## src/rtl/calc_pkg.sv

```systemverilog
// Shared constants for the calculator display path: active-low gfedcba
// segment patterns and digit-position names.
package calc_pkg;

    localparam int NUM_DIGITS = 4;

    localparam logic [6:0] SEG_0     = 7'h40;
    localparam logic [6:0] SEG_1     = 7'h79;
    localparam logic [6:0] SEG_2     = 7'h24;
    localparam logic [6:0] SEG_3     = 7'h30;
    localparam logic [6:0] SEG_4     = 7'h19;
    localparam logic [6:0] SEG_5     = 7'h12;
    localparam logic [6:0] SEG_6     = 7'h02;
    localparam logic [6:0] SEG_7     = 7'h78;
    localparam logic [6:0] SEG_8     = 7'h00;
    localparam logic [6:0] SEG_9     = 7'h10;
    localparam logic [6:0] SEG_DASH  = 7'h3F;
    localparam logic [6:0] SEG_BLANK = 7'h7F;

    typedef enum logic [1:0] {
        POS_ONES  = 2'd0,
        POS_TENS  = 2'd1,
        POS_HUNDS = 2'd2,
        POS_SIGN  = 2'd3
    } digit_pos_e;

endpackage

```

## src/rtl/bcd_seg_scan_seg_decode.sv

```systemverilog
// Combinational BCD nibble to active-low seven-segment pattern; any
// non-decimal nibble renders as a dash.
module seg_decode
    import calc_pkg::*;
(
    input  logic [3:0] i_nib,
    output logic [6:0] o_seg
);

    // Nibble lookup
    always_comb begin
        o_seg = SEG_DASH;
        case (i_nib)
            4'd0:    o_seg = SEG_0;
            4'd1:    o_seg = SEG_1;
            4'd2:    o_seg = SEG_2;
            4'd3:    o_seg = SEG_3;
            4'd4:    o_seg = SEG_4;
            4'd5:    o_seg = SEG_5;
            4'd6:    o_seg = SEG_6;
            4'd7:    o_seg = SEG_7;
            4'd8:    o_seg = SEG_8;
            4'd9:    o_seg = SEG_9;
            default: o_seg = SEG_DASH;
        endcase
    end

endmodule

```

## src/rtl/bcd_seg_scan.sv

```systemverilog
// Four-digit multiplexed seven-segment driver: captures a packed BCD value
// on load and scans sign/hundreds/tens/ones with leading-zero blanking.
module bcd_seg_scan
    import calc_pkg::*;
#(
    parameter int SCAN_DIV = 50000
) (
    input  logic        clk,
    input  logic        rst,
    input  logic [11:0] bcd,
    input  logic        neg,
    input  logic        err,
    input  logic        load,
    output logic [6:0]  seg,
    output logic [3:0]  an
);

    localparam int PW = $clog2(SCAN_DIV);
    localparam logic [PW-1:0] PCNT_MAX = PW'(SCAN_DIV - 1);

    logic [PW-1:0] r_pcnt;
    logic [1:0]    r_idx;
    logic [11:0]   r_val;
    logic          r_neg_q;
    logic          r_err_q;
    logic          w_wrap;
    logic [3:0]    w_nib;
    logic [6:0]    w_dec;
    logic [6:0]    w_seg_next;

    assign w_wrap = (r_pcnt == PCNT_MAX);

    // Dwell prescaler and digit index
    always_ff @(posedge clk or posedge rst) begin
        if (rst) begin
            r_pcnt <= '0;
            r_idx  <= 2'd0;
        end else if (w_wrap) begin
            r_pcnt <= '0;
            r_idx  <= r_idx + 2'd1;
        end else begin
            r_pcnt <= r_pcnt + PW'(1);
            r_idx  <= r_idx;
        end
    end

    // Capture registers; the last load wins
    always_ff @(posedge clk or posedge rst) begin
        if (rst) begin
            r_val   <= 12'h000;
            r_neg_q <= 1'b0;
            r_err_q <= 1'b0;
        end else if (load) begin
            r_val   <= bcd;
            r_neg_q <= neg;
            r_err_q <= err;
        end else begin
            r_val   <= r_val;
            r_neg_q <= r_neg_q;
            r_err_q <= r_err_q;
        end
    end

    // Nibble for the digit currently being scanned
    always_comb begin
        w_nib = 4'd0;
        case (r_idx)
            POS_ONES:  w_nib = r_val[3:0];
            POS_TENS:  w_nib = r_val[7:4];
            POS_HUNDS: w_nib = r_val[11:8];
            default:   w_nib = 4'd0;
        endcase
    end

    seg_decode u_dec (
        .i_nib (w_nib),
        .o_seg (w_dec)
    );

    // Error and invalid-nibble dashes take priority over zero blanking
    always_comb begin
        w_seg_next = w_dec;
        if (r_err_q) begin
            w_seg_next = SEG_DASH;
        end else if (r_idx == POS_SIGN) begin
            w_seg_next = r_neg_q ? SEG_DASH : SEG_BLANK;
        end else if (w_nib > 4'd9) begin
            w_seg_next = SEG_DASH;
        end else if ((r_idx == POS_TENS) && (r_val[7:4] == 4'd0) && (r_val[11:8] == 4'd0)) begin
            w_seg_next = SEG_BLANK;
        end else if ((r_idx == POS_HUNDS) && (r_val[11:8] == 4'd0)) begin
            w_seg_next = SEG_BLANK;
        end else begin
            w_seg_next = w_dec;
        end
    end

    // Registered pin drive
    always_ff @(posedge clk or posedge rst) begin
        if (rst) begin
            seg <= SEG_BLANK;
            an  <= 4'b1111;
        end else begin
            seg <= w_seg_next;
            an  <= ~(4'b0001 << r_idx);
        end
    end

endmodule

```

## config.mk

```make
export PLATFORM = sky130hd
export DESIGN_NAME = bcd_seg_scan
export DESIGN_NICKNAME = d
export VERILOG_FILES = /design/src/rtl/calc_pkg.sv /design/src/rtl/bcd_seg_scan_seg_decode.sv /design/src/rtl/bcd_seg_scan.sv
export SDC_FILE = /design/constraint.sdc
export NUM_CORES = 1
export LEC_CHECK = 0
export ABC_AREA = 1
export BUFFER_PORTS_ARGS = -buffer_cell sky130_fd_sc_hd__clkbuf_2
export CORE_UTILIZATION = 55
export CTS_BUF_LIST = sky130_fd_sc_hd__clkbuf_16
export CTS_CLUSTER_DIAMETER = 60
export CTS_CLUSTER_SIZE = 10
export DETAILED_ROUTE_END_ITERATION = 10
export PLACE_DENSITY = 0.74
export SKIP_CTS_REPAIR_TIMING = 1
export SLEW_MARGIN = 20
export SYNTH_ARGS = -nofsm -noshare
export SYNTH_HDL_FRONTEND = slang
export SYNTH_HIERARCHICAL = 1
export SYNTH_SLANG_ARGS = --single-unit
```

## constraint.sdc

```tcl
create_clock -name clk -period 2 [get_ports clk]
set_input_delay 0.4 -clock clk [delete_from_list [all_inputs] [get_ports clk]]
set_output_delay 0.4 -clock clk [all_outputs]
set_load 0.01 [all_outputs]
```

# After elaboration in Yosys (flattened, before gate mapping)

Memories as Yosys holds them, arrays and structs flattened.
Cells that the tools add are included.

Add/sub/neg operators: 2
Magnitude comparators: 1
Equal/unequal tests: 4
Shift-type cells: 1
Multiplexer cells: 8
Bitwise operators: 1
Reduce and logical (&&, ||, !) cells: 6

Operators with widths:

| cell                    | count |
|---|---|
| $mux W7                 | 6 |
| $add A16 B1 Y16 const B | 1 |
| $eq A16 B16 Y1 const B  | 1 |
| $mux W16                | 1 |
| $pmux W4 S3             | 1 |
| $logic_not A4 Y1        | 2 |
| $eq A2 B2 Y1 const B    | 2 |
| $gt A4 B4 Y1 const B    | 1 |
| $not A4 Y4              | 1 |
| $shl A1 B2 Y4 const A   | 1 |
| $logic_and A1 B1 Y1     | 3 |
| $add A2 B1 Y2 const B   | 1 |
| $eq A2 B1 Y1 const B    | 1 |
| $logic_not A2 Y1        | 1 |

Register bits: 43
Memory bits (read-only): 112
Input port bits: 17
Output and inout bits: 11
Word-level logic and storage cells: 31
Memories: 1

Memories:

| name             | depth | bits a word | read ports | clocked after Yosys merged registers in | wr ports | line                          | source |
|---|---|---|---|---|---|---|---|
| (name not given) | 16    | 7           | 1          | 0                                       | 0        | bcd_seg_scan_seg_decode.sv:13 | `case (i_nib)` |

# Longest topological paths before layout

Gate-level depths: netlist (run 1).
An unclocked memory read counts as a cell.

Word-level depth: 8
Gate-level depth with buffers: 14
Gate-level depth less buffers: 14

# Cells and area by module

Netlist (run 1), hierarchy kept.

By module, submodules not included:

| module       | times used | cells each | area an instance (um2) | sequential area each (um2) |
|---|---|---|---|---|
| bcd_seg_scan | 1          | 246        | 2,134.5                | 1,089.8 |
| seg_decode   | 1          | 35         | 187.7                  | 0.0 |

# Worst setup path after synthesis (run 1)

No wires, ideal clock.

Kind: register to register
Start: reg r_idx[1]
End: reg seg[3]
Library setup time: 89 ps
Arrival time: 1,728 ps
Required time: 1,911 ps
Path slack: 183 ps
Cell stages (with the launch flop): 14
Buffers on the path: 0
Clock period less this slack: 1,817 ps
Cells stage by stage: dfrtp_1 inv_1 ha_1 inv_1 o221ai_1 nand2_1 inv_1 inv_1 ha_1 nand2_1 nand3_1 nand2_1 nor2_1 nand3_1

Cells in the longest elaborated chain, start to end: 8
Elaborated cells between the ends (all ways): 15
Those cells by class: order compare: 1; eq/ne: 3; mux: 6; reduce/logical: 4; memory: 1

RTL lines:

| what                                       | line                | source |
|---|---|---|
| from (decl)                                | bcd_seg_scan.sv:22  | `logic [1:0] r_idx;` |
| from (signal assigned)                     | bcd_seg_scan.sv:40  | `r_idx <= r_idx + 2'd1;` |
| from (signal assigned)                     | bcd_seg_scan.sv:43  | `r_idx <= r_idx;` |
| $eq A2 B2 Y1, or another cell as far along | bcd_seg_scan.sv:67  | `case (r_idx)` |
| $pmux W4 S3 *                              | bcd_seg_scan.sv:67  |  |
| named net w_nib[0]                         | bcd_seg_scan.sv:27  | `logic [3:0] w_nib;` |
| $mem_v2 Z16 W7 *                           | -                   |  |
| named net w_dec[3]                         | bcd_seg_scan.sv:28  | `logic [6:0] w_dec;` |
| $mux W7 *                                  | bcd_seg_scan.sv:91  | `end else if ((r_idx == POS_HUNDS) && (r_val[11:8] == 4'd0)) begin` |
| $mux W7 *                                  | bcd_seg_scan.sv:89  | `end else if ((r_idx == POS_TENS) && (r_val[7:4] == 4'd0) && (r_val[11:8] == 4'd0)) begin` |
| $mux W7 *                                  | bcd_seg_scan.sv:87  | `end else if (w_nib > 4'd9) begin` |
| $mux W7 *                                  | bcd_seg_scan.sv:85  | `end else if (r_idx == POS_SIGN) begin` |
| $mux W7 *                                  | bcd_seg_scan.sv:83  | `if (r_err_q) begin` |
| named net w_seg_next[3]                    | bcd_seg_scan.sv:29  | `logic [6:0] w_seg_next;` |
| to (signal assigned)                       | bcd_seg_scan.sv:104 | `seg <= w_seg_next;` |
| to (decl)                                  | bcd_seg_scan.sv:14  | `output logic [6:0] seg,` |

Mark *: on every way through the listed nets, which the timed path passes. The rest lies on a longest branch.
A chain may end at the register's enable or synchronous reset.

# Worst setup path after layout (run 1)

Ends and elaborated chain as after synthesis.

==> results of run 1 <==
-- metrics by stage --
stage | cell area, um2 | total power, mW | TNS, ns
4_1_cts | 2648 | 1.949 | -0.1287
3_5_place_dp | 2506 | 1.175 | -0.04445
2_1_floorplan | 2322 | 1.111 | 0
3_3_place_gp | 2506 | 1.171 | 0
6_report | 2703 | 1.932 | 0
5_1_grt | 2703 | 2.028 | -0.02386
-- cell usage in the layout, fill, tap and decap left out, types with 7 or more instances in the layout --
master    count
clkbuf_2     27
dfrtp_1      31
dfstp_2      11
ha_1          7
inv_1        38
mux2_2        9
nand2_1      74
nand3_1      23
nor2_1       28
nor2_2        9
o21ai_0       7
-- final cells by class --
type / instances / area [um2]
inverter: 45 / 172.7
clock inverter: 3 / 16.27
sequential: 43 / 1091
tap: 50 / 62.56
fill: 336 / 1326
clock buffer: 5 / 125.1
multi-input combinational: 190 / 1077
timing repair buffer: 30 / 157.7
-- flip-flops by register name, summed over array words and instances (netlist names) --
| signal | flops |
|---|---|
| r_idx | 2 |
| an | 4 |
| r_err_q | 1 |
| seg | 7 |
| r_val | 12 |
| r_neg_q | 1 |
| r_pcnt | 16 |
-- path summary, 6_finish.rpt --
path / from / end / slack [ns] / cells past startpoint
max in group asynchronous: rst / r_idx[0]$_DFFE_PP0N_ / 1.38 / 3
min in group clk: bcd[9] / r_val[9]$_DFFE_PP0P_ / 0.32 / 3
worst min register to register: r_err_q$_DFFE_PP0P_ / seg[6]$_DFF_PP1_ / 0.50 / 3
worst min-delay path: rst / r_pcnt[10]$_DFF_PP0_ / 0.23 / 3
worst max-delay path: r_idx[1]$_DFFE_PP0N_ / seg[3]$_DFF_PP1_ / 0.09 / 12
worst max register to register: r_idx[1]$_DFFE_PP0N_ / seg[3]$_DFF_PP1_ / 0.09 / 12
-- metal layers --
| metal | share of wire [%] | track usage, % |
|---|---|---|
| met1 | 48 | 27.65 |
| met2 | 46 | 35.10 |
| met3 | 4.5 | 5.651 |
| met4 | 1.4 | 6.915 |
| met5 | 0 | 0 |
-- critical path: cells and delay by family, from the launching register on --
family | cells | cell delay, ns
DFF | 1 | 0.38
buffers and inverters | 4 | 0.44
AOI/OAI and AO/OA | 1 | 0.06
adders and majority gates | 2 | 0.53
and+or+nand+nor | 5 | 0.40
-- where the power goes --
part / switching, mW / total (mW) / internal (mW) / leakage (nW)
logic: 0.128 / 0.215 / 0.0872 / 0.778
registers: 0.0230 / 0.950 / 0.927 / 0.517
clock network: 0.313 / 0.768 / 0.455 / 0.0710
-- cells by family after synthesis --
logic type      after synthesis  share of synthesized area (%)
compound gates               14                          3.179
xor+xnor                      6                          2.263
fa+ha+maj                    10                          5.388
buf+inv                      48                          8.566
flops                        43                          46.93
mux                           9                          4.364
simple gates                151                          29.31
==> impl_metrics.py, run 1 <==
metrics = {
    "worst_setup_path": {
        "max_stage_delay_ns": 0.38,
        "cp.required_ns": 2.20,
        "worstSetupPathType": "flip-flop to flip-flop",
        "cp-end-kind": "flip-flop",
        "arrival_ns": 2.11,
        "crit_chain": "buf_4 > ha_1 > inv_2 > o21ai_1 > inv_1 > inv_1 > ha_1 > nand2_1 > nand3_1 > nand2_1 > nor2_1 > nand3_1",
        "start_kind": "flip-flop",
        "cpMaxStageDelayCell": "dfrtp_1",
        "cp_max_fo": 4,
    },
    "finish": {
        "antenna_cells": 0,
        "area_growth_pct": 16.38,
        "final-instance-count-excl-fill": 366,
        "finalNetCount": 342,
        "final_util_pct": 67.08,
        "drive_gt1_share_pct": 28.16,
    },
    "global_route": {
        "antenna_found_initial": 0,
        "grt_pass1_wl_um": 7196,
        "grt_usage_pct": 21.56,
        "overflow": 0,
        "grt_max_degree": 44,
        "grt_pass1_vias": 1695,
    },
    "power_and_ir_drop": {
        "p_leak_nw": 1.366,
        "ir_drop_uv": 628.2,
        "power_density_nw_per_um2": 715.0,
    },
    "floorplanning": {
        "design.die.area_um2": 4486,
        "num_io_pins": 28,
        "die_h_um": 66.98,
        "rows": 23,
        "placeableCoreArea_um2": 4029,
        "start_util_pct": 57.64,
        "die_x_um": 66.98,
    },
    "sta": {
        "rsz0062_at_grt": "yes",
        "finalSetupViolCount": 0,
        "report.final.hold_viol_count": 0,
        "max_freq_mhz": 523.3,
        "slew_headroom_pct": 64.96,
        "final.min_clock_period_ns": 1.911,
        "worst_slack_ns": 0.08895,
        "finalMaxSlewViolations": 0,
        "worst_pin_slew_ns": 0.5256,
        "fin_crit_sh_pct": 95.55,
        "whs_ns": 0.2259,
        "skew_ns": 0.003854,
    },
    "clock_network": {
        "cts_root_buffer": "clkbuf_16",
        "numCtsBuffers": 5,
        "clk_pin_slew_ns": 0.06,
        "cts_tree": "built",
        "cts_buffer_depth": 2,
        "cts.sinks": 43,
        "clock_latency_ns": 0.28,
        "cts.htree.levels": 2,
    },
    "yosys": {
        "yosysMostFrequentCell": "nand2_1",
        "syn-instance-count": 281,
        "ys_ff_latch": 43,
        "post-synth-top-area-fraction_pct": 34.48,
        "synthesis.area_um2": 2322,
        "yosysWarnings": 6,
        "syn_area_per_cell_um2": 8.264,
        "synth_edf_count": 0,
        "yosysSeqAreaShare_pct": 46.93,
        "synth_ff_type": "dfrtp_1",
        "synth_top_area_cell": "dfrtp_1",
        "synth_area_leaders": "dfrtp_1 (34%), dfstp_2 (12%), nand2_1 (12%)",
        "yosysUniqueCellTypes": 27,
        "async_flop_share_pct": 100.0,
        "synth_fp_nets": 308,
        "synth_common_cells": "nand2_1 (74), inv_1 (42), dfrtp_1 (32)",
    },
    "placed_design": {
        "place_congestion": 0.8734,
        "placed_cells": 357,
        "place_ws_ns": -0.04445,
        "hpwl_um": 3086,
        "io_buffers": 27,
    },
    "routing": {
        "vias": 1830,
        "first_pass_iters": 4,
        "ant_nets": 0,
        "drc": 0,
        "viasPerCell": 5.000,
        "drt-initial-drc-count": 104,
        "detail_route.wirelength_um": 4212,
        "drt-wirelength-per-cell_um": 11.51,
    },
    "job": {
        "cap_violations": 0,
    },
    "status": {
        "run_status": "completed",
    },
    "worst_hold_path": {
        "hp-class": "input port to asynchronous set/reset pin",
    },
}
Note: power is estimated with default switching activity, not from simulation.
==> inputs of run 2 (changes only) <==
PLACE_DENSITY = 0.76   (was 0.74)
==> run 2 against run 1 <==
Effect of this change: final cell count is 0.55% higher; sequential cell count stayed put; clock-buffer cell count stayed put; largest cell class unchanged.
==> impl_metrics.py, run 2 (synthesis results as in run 1) <==
metrics = {
    "sta": {
        "fin_crit_sh_pct": 94.28,
        "worst_pin_slew_ns": 0.5200,
        "report.final.hold_viol_count": 0,
        "slew_headroom_pct": 65.34,
        "skew_ns": 0.002275,
        "finalMaxSlewViolations": 0,
        "final.min_clock_period_ns": 1.886,
        "tns_ns": 0,
        "worst_slack_ns": 0.1145,
        "max_freq_mhz": 530.4,
        "finalSetupViolCount": 0,
        "whs_ns": 0.2178,
    },
    "worst_setup_path": {
        "start_kind": "flip-flop",
        "r2r_end": "seg[3]$_DFF_PP1_",
        "critPathTopFamily": "flip-flops",
        "cpMaxStageDelayCell": "dfrtp_2",
        "cp-end-kind": "flip-flop",
        "worstSetupStartpoint": "r_idx[1]$_DFFE_PP0N_",
        "arrival_ns": 2.08,
        "worstSetupPathType": "flip-flop to flip-flop",
        "rrSetupSlack_ns": 0.11,
        "crit_chain": "inv_4 > ha_4 > inv_1 > o221ai_2 > nand2_1 > inv_2 > inv_4 > ha_4 > nand2_1 > nand3_1 > nand2_1 > nor2_1 > nand3_1",
        "cp_max_fo": 5,
        "cp.required_ns": 2.20,
        "r2r_start": "r_idx[1]$_DFFE_PP0N_",
        "cpMostUsedCell": "nand2_1",
        "max_stage_delay_ns": 0.45,
        "rr_worst_depth": 13,
        "worst-path-buf-inv": 4,
    },
    "placed_design": {
        "place_congestion": 0.8598,
        "hpwl_um": 3067,
        "place_ws_ns": -0.05509,
        "io_buffers": 27,
    },
    "global_route": {
        "grt_pass1_wl_um": 7086,
        "antenna_found_initial": 0,
        "grt_usage_pct": 21.86,
        "grt_pass1_vias": 1582,
        "grt_max_degree": 44,
        "overflow": 0,
    },
    "finish": {
        "fill_cells": 325,
        "drive_gt1_share_pct": 29.56,
        "antenna_cells": 0,
        "area_growth_pct": 17.89,
        "seq_area_um2": 1092,
        "multi_input_area_um2": 1092,
        "finalNetCount": 344,
        "final_common_cell": "nand2_1",
        "top_register": "r_pcnt",
        "top_regs": "r_pcnt x16, r_val x12, seg x7",
        "largest_register_ffs": 16,
        "final_cell_mix": "nand2_1 (74), inv_1 (36), dfrtp_1 (30), nor2_1 (28), clkbuf_2 (27)",
    },
    "floorplanning": {
        "rows": 23,
        "die_x_um": 66.98,
        "design.die.area_um2": 4486,
        "die_h_um": 66.98,
        "start_util_pct": 57.64,
        "placeableCoreArea_um2": 4029,
        "num_io_pins": 28,
    },
    "clock_network": {
        "clk_pin_slew_ns": 0.06,
        "numCtsBuffers": 5,
        "cts.htree.levels": 2,
        "clock_latency_ns": 0.28,
        "cts_root_buffer": "clkbuf_16",
        "cts_buffer_depth": 2,
        "cts_tree": "built",
        "cts.sinks": 43,
    },
    "power_and_ir_drop": {
        "p_sw_mw": 0.4694,
        "switching_share_pct": 24.17,
        "pwr-share-seq_pct": 49.0,
        "intPower_mw": 1.472,
        "p_leak_nw": 1.366,
        "ir_drop_uv": 706.5,
        "p_comb_share_pct": 11.6,
        "power_density_nw_per_um2": 709.3,
        "power.clock.fraction_pct": 39.5,
    },
    "routing": {
        "drt-initial-drc-count": 103,
        "ant_nets": 0,
        "drt-wirelength-per-cell_um": 11.79,
        "drc": 0,
        "detail_route.wirelength_um": 4340,
        "vias": 1803,
        "first_pass_iters": 4,
        "viasPerCell": 4.899,
    },
    "job": {
        "cap_violations": 0,
    },
    "worst_hold_path": {
        "hp-class": "input port to asynchronous set/reset pin",
    },
    "status": {
        "run_status": "completed",
    },
}
[run 2: final cells by class]
type                            instances  area share (%)
Clock buffer                            5           4.570
Clock inverter                          3          0.5484
Inverter                               45           6.490
Multi-Input combinational cell        190           39.90
Sequential cell                        43           39.90
Tap cell                               50           2.285
Timing Repair Buffer                   32           6.307
[run 2: power groups by stage]
stage          clock (mW)  sequential, mW  combinational, mW
2_1_floorplan           0           0.968              0.143
3_3_place_gp            0           0.965              0.207
3_5_place_dp            0           0.966              0.212
4_1_cts             0.786           0.951              0.214
5_1_grt             0.830           0.955              0.261
6_report            0.766           0.951              0.225
[run 2: per-stage QoR]
stage	area, um2	total power, mW	util [%]	instances
after CTS	2646	1.950	65.68	365
after global routing	2738	2.047	67.95	368
after global placement	2506	1.172	62.21	357
after floorplan	2322	1.111	-	281
final	2738	1.942	67.95	368
after detailed placement	2506	1.177	62.21	357
[run 2: worst register-to-register path: cells and delay by family, from the launching register on]
family          cells  cell delay (ns)
compound gates      1             0.19
fa+ha+maj           2             0.40
buf+inv             4             0.31
flops               1             0.45
simple gates        6             0.44
[run 2: worst max-delay path by stage]
| stage | slack, ns | depth (start not counted) | endpoint |
|---|---|---|---|
| floorplan | 0.18 | 13 | seg[3]$_DFF_PP1_ |
| global placement | 0.07 | 13 | seg[3]$_DFF_PP1_ |
| detailed placement | -0.06 | 13 | seg[3]$_DFF_PP1_ |
| CTS | -0.09 | 13 | seg[3]$_DFF_PP1_ |
| global route | -0.04 | 13 | seg[3]$_DFF_PP1_ |
| finish | 0.11 | 13 | seg[3]$_DFF_PP1_ |
[run 2: metal layers]
metal	wire length (um)	global-route usage, %
met3	198	5.651
met2	1966	34.22
met4	70	8.777
met5	0	0
met1	2105	28.65
==> inputs of run 3 (changes only) <==
==> constraint.sdc (replaced) <==
create_clock -name clk -period 2 [get_ports clk]
set_input_delay 0.1 -clock clk [delete_from_list [all_inputs] [get_ports clk]]
set_output_delay 0.1 -clock clk [all_outputs]
set_load 0.01 [all_outputs]
==> run 3 against run 2 <==
Effect of this change: sequential share of layout area shrank 0.15 points; register-to-register slack about the same; sequential power about the same; power rose by 0.25%; via count up 0.33%; critical path depth unchanged; worst hold slack worse by 0.20 ns; global-route usage unchanged; routed wire length increased by 1.2%; maximum frequency is 0.24% lower; clock power hardly changed; final cell count is 0.27% higher; critical endpoint unchanged; largest power group unchanged.
==> impl_metrics.py, run 3 (synthesis results as in run 1) <==
metrics = {
    "power_and_ir_drop": {
        "power_density_nw_per_um2": 708.5,
        "p_leak_nw": 1.370,
        "ir_drop_uv": 706.8,
    },
    "finish": {
        "top_register": "r_pcnt",
        "seq_area_um2": 1092,
        "largest_register_ffs": 16,
        "top_regs": "r_pcnt x16, r_val x12, seg x7",
        "finalNetCount": 345,
        "final_util_pct": 68.20,
        "antenna_cells": 0,
        "area_growth_pct": 18.32,
        "fill_cells": 324,
        "final-instance-count-excl-fill": 369,
        "final_cell_mix": "nand2_1 (74), inv_1 (36), dfrtp_1 (30), nor2_1 (28), clkbuf_2 (27)",
        "final_common_cell": "nand2_1",
        "multi_input_area_um2": 1092,
        "drive_gt1_share_pct": 29.47,
    },
    "sta": {
        "slew_headroom_pct": 65.48,
        "max_freq_mhz": 529.1,
        "finalMaxSlewViolations": 0,
        "final.min_clock_period_ns": 1.890,
        "skew_ns": 0.002501,
        "report.final.hold_viol_count": 0,
        "fin_crit_sh_pct": 94.51,
        "finalSetupViolCount": 0,
        "worst_pin_slew_ns": 0.5178,
    },
    "clock_network": {
        "cts.sinks": 43,
        "cts_buffer_depth": 2,
        "clock_latency_ns": 0.28,
        "numCtsBuffers": 5,
        "cts_root_buffer": "clkbuf_16",
        "clk_pin_slew_ns": 0.06,
        "cts.htree.levels": 2,
        "cts_tree": "built",
    },
    "worst_setup_path": {
        "cpMaxStageDelayCell": "dfrtp_2",
        "start_kind": "flip-flop",
        "cp-end-kind": "flip-flop",
        "cp.required_ns": 2.20,
        "rrSetupSlack_ns": 0.11,
        "cpMostUsedCell": "nand2_1",
        "rr_worst_depth": 13,
        "worstSetupPathType": "flip-flop to flip-flop",
        "crit_chain": "inv_4 > ha_4 > inv_1 > o221ai_2 > nand2_1 > inv_2 > inv_4 > ha_4 > nand2_1 > nand3_1 > nand2_1 > nor2_1 > nand3_1",
        "critPathTopFamily": "flip-flops",
        "r2r_start": "r_idx[1]$_DFFE_PP0N_",
        "worst-path-buf-inv": 4,
        "r2r_end": "seg[3]$_DFF_PP1_",
        "cp.depth": 13,
        "arrival_ns": 2.09,
        "cp_max_fo": 5,
        "max_stage_delay_ns": 0.45,
    },
    "placed_design": {
        "placed_cells": 357,
        "hpwl_um": 3067,
        "io_buffers": 27,
        "place_congestion": 0.8598,
    },
    "routing": {
        "wl_met2_um": 1990,
        "drt-wirelength-per-cell_um": 11.90,
        "top_layer_used": "met4",
        "drt-initial-drc-count": 101,
        "drt-met1-wl_um": 2128,
        "first_pass_iters": 4,
        "drc": 0,
        "ant_nets": 0,
        "detail_route.wirelength_um": 4390,
        "viasPerCell": 4.902,
        "vias": 1809,
        "dr_wl_met3_um": 200,
    },
    "floorplanning": {
        "design.die.area_um2": 4486,
        "die_h_um": 66.98,
        "die_x_um": 66.98,
        "rows": 23,
        "placeableCoreArea_um2": 4029,
        "num_io_pins": 28,
        "start_util_pct": 57.64,
    },
    "global_route": {
        "antenna_found_initial": 0,
        "grt_max_degree": 44,
        "grt_pass1_vias": 1582,
        "grt_usage_pct": 21.86,
        "grt_pass1_wl_um": 7086,
        "overflow": 0,
    },
    "worst_hold_path": {
        "hp-class": "input port to flip-flop",
        "holdPathEnd": "r_val[9]$_DFFE_PP0P_",
        "min_path_cells": 3,
        "hold_path.startpoint": "bcd[9]",
    },
    "job": {
        "cap_violations": 0,
    },
    "status": {
        "run_status": "completed",
    },
}
==> run 3: cell count changes in the layout (fill, tap and decap cells not counted), sizes merged <==
cell         change
dlygate4sd3      +1
==> run 3: stage by stage <==
step / setup slack, ns / cell area [um2] / hold slack (ns) / setup TNS (ns) / total power, mW
detailed placement: -0.05509 / 2506 / 0.2452 / -0.06071 / 1.177
finish: 0.1099 / 2748 / 0.02061 / 0 / 1.947
global route: -0.03797 / 2748 / 0.04040 / -0.06664 / 2.048
floorplan: 0.1834 / 2322 / 0.2210 / 0 / 1.111
global placement: 0.07113 / 2506 / 0.2501 / 0 / 1.172
CTS: -0.09485 / 2646 / -0.05145 / -0.1584 / 1.950
==> run 3: how the worst max path moves through the flow <==
stage                               startpoint                to  slack [ns]
final                     r_idx[1]$_DFFE_PP0N_  seg[3]$_DFF_PP1_        0.11
after global routing      r_idx[1]$_DFFE_PP0N_  seg[3]$_DFF_PP1_       -0.04
after CTS                 r_idx[1]$_DFFE_PP0N_  seg[3]$_DFF_PP1_       -0.09
after detailed placement  r_idx[1]$_DFFE_PP0N_  seg[3]$_DFF_PP1_       -0.06
after global placement    r_idx[1]$_DFFE_PP0N_  seg[3]$_DFF_PP1_        0.07
after floorplan           r_idx[1]$_DFFE_PP0N_  seg[3]$_DFF_PP1_        0.18
==> run 3: power by group <==
part | internal (mW) | total, mW | switching (mW)
combinational | 0.0944 | 0.228 | 0.134
clock | 0.453 | 0.768 | 0.314
sequential | 0.927 | 0.951 | 0.0240
==> run 3: area by class of cell <==
| cell class | count | share of cell area [%] |
|---|---|---|
| clock inverters | 3 | 0.5464 |
| multi-input cells | 190 | 39.75 |
| flip-flops and latches | 43 | 39.75 |
| clock buffers | 5 | 4.554 |
| repair buffers | 33 | 6.648 |
| inverters | 45 | 6.466 |
| well taps | 50 | 2.277 |
==> run 3: tightest hold or removal path, cell delays in order <==
cell and delay, ns:
clkbuf_2 0.07, nand2_1 0.04, o21ai_0 0.05
==> run 3: layer usage <==
| layer | GRT usage, % | up-vias |
|---|---|---|
| li1 | - | 946 |
| met1 | 28.65 | 810 |
| met2 | 34.22 | 48 |
| met3 | 5.651 | 5 |
| met4 | 8.777 | 0 |
| met5 | 0 | - |
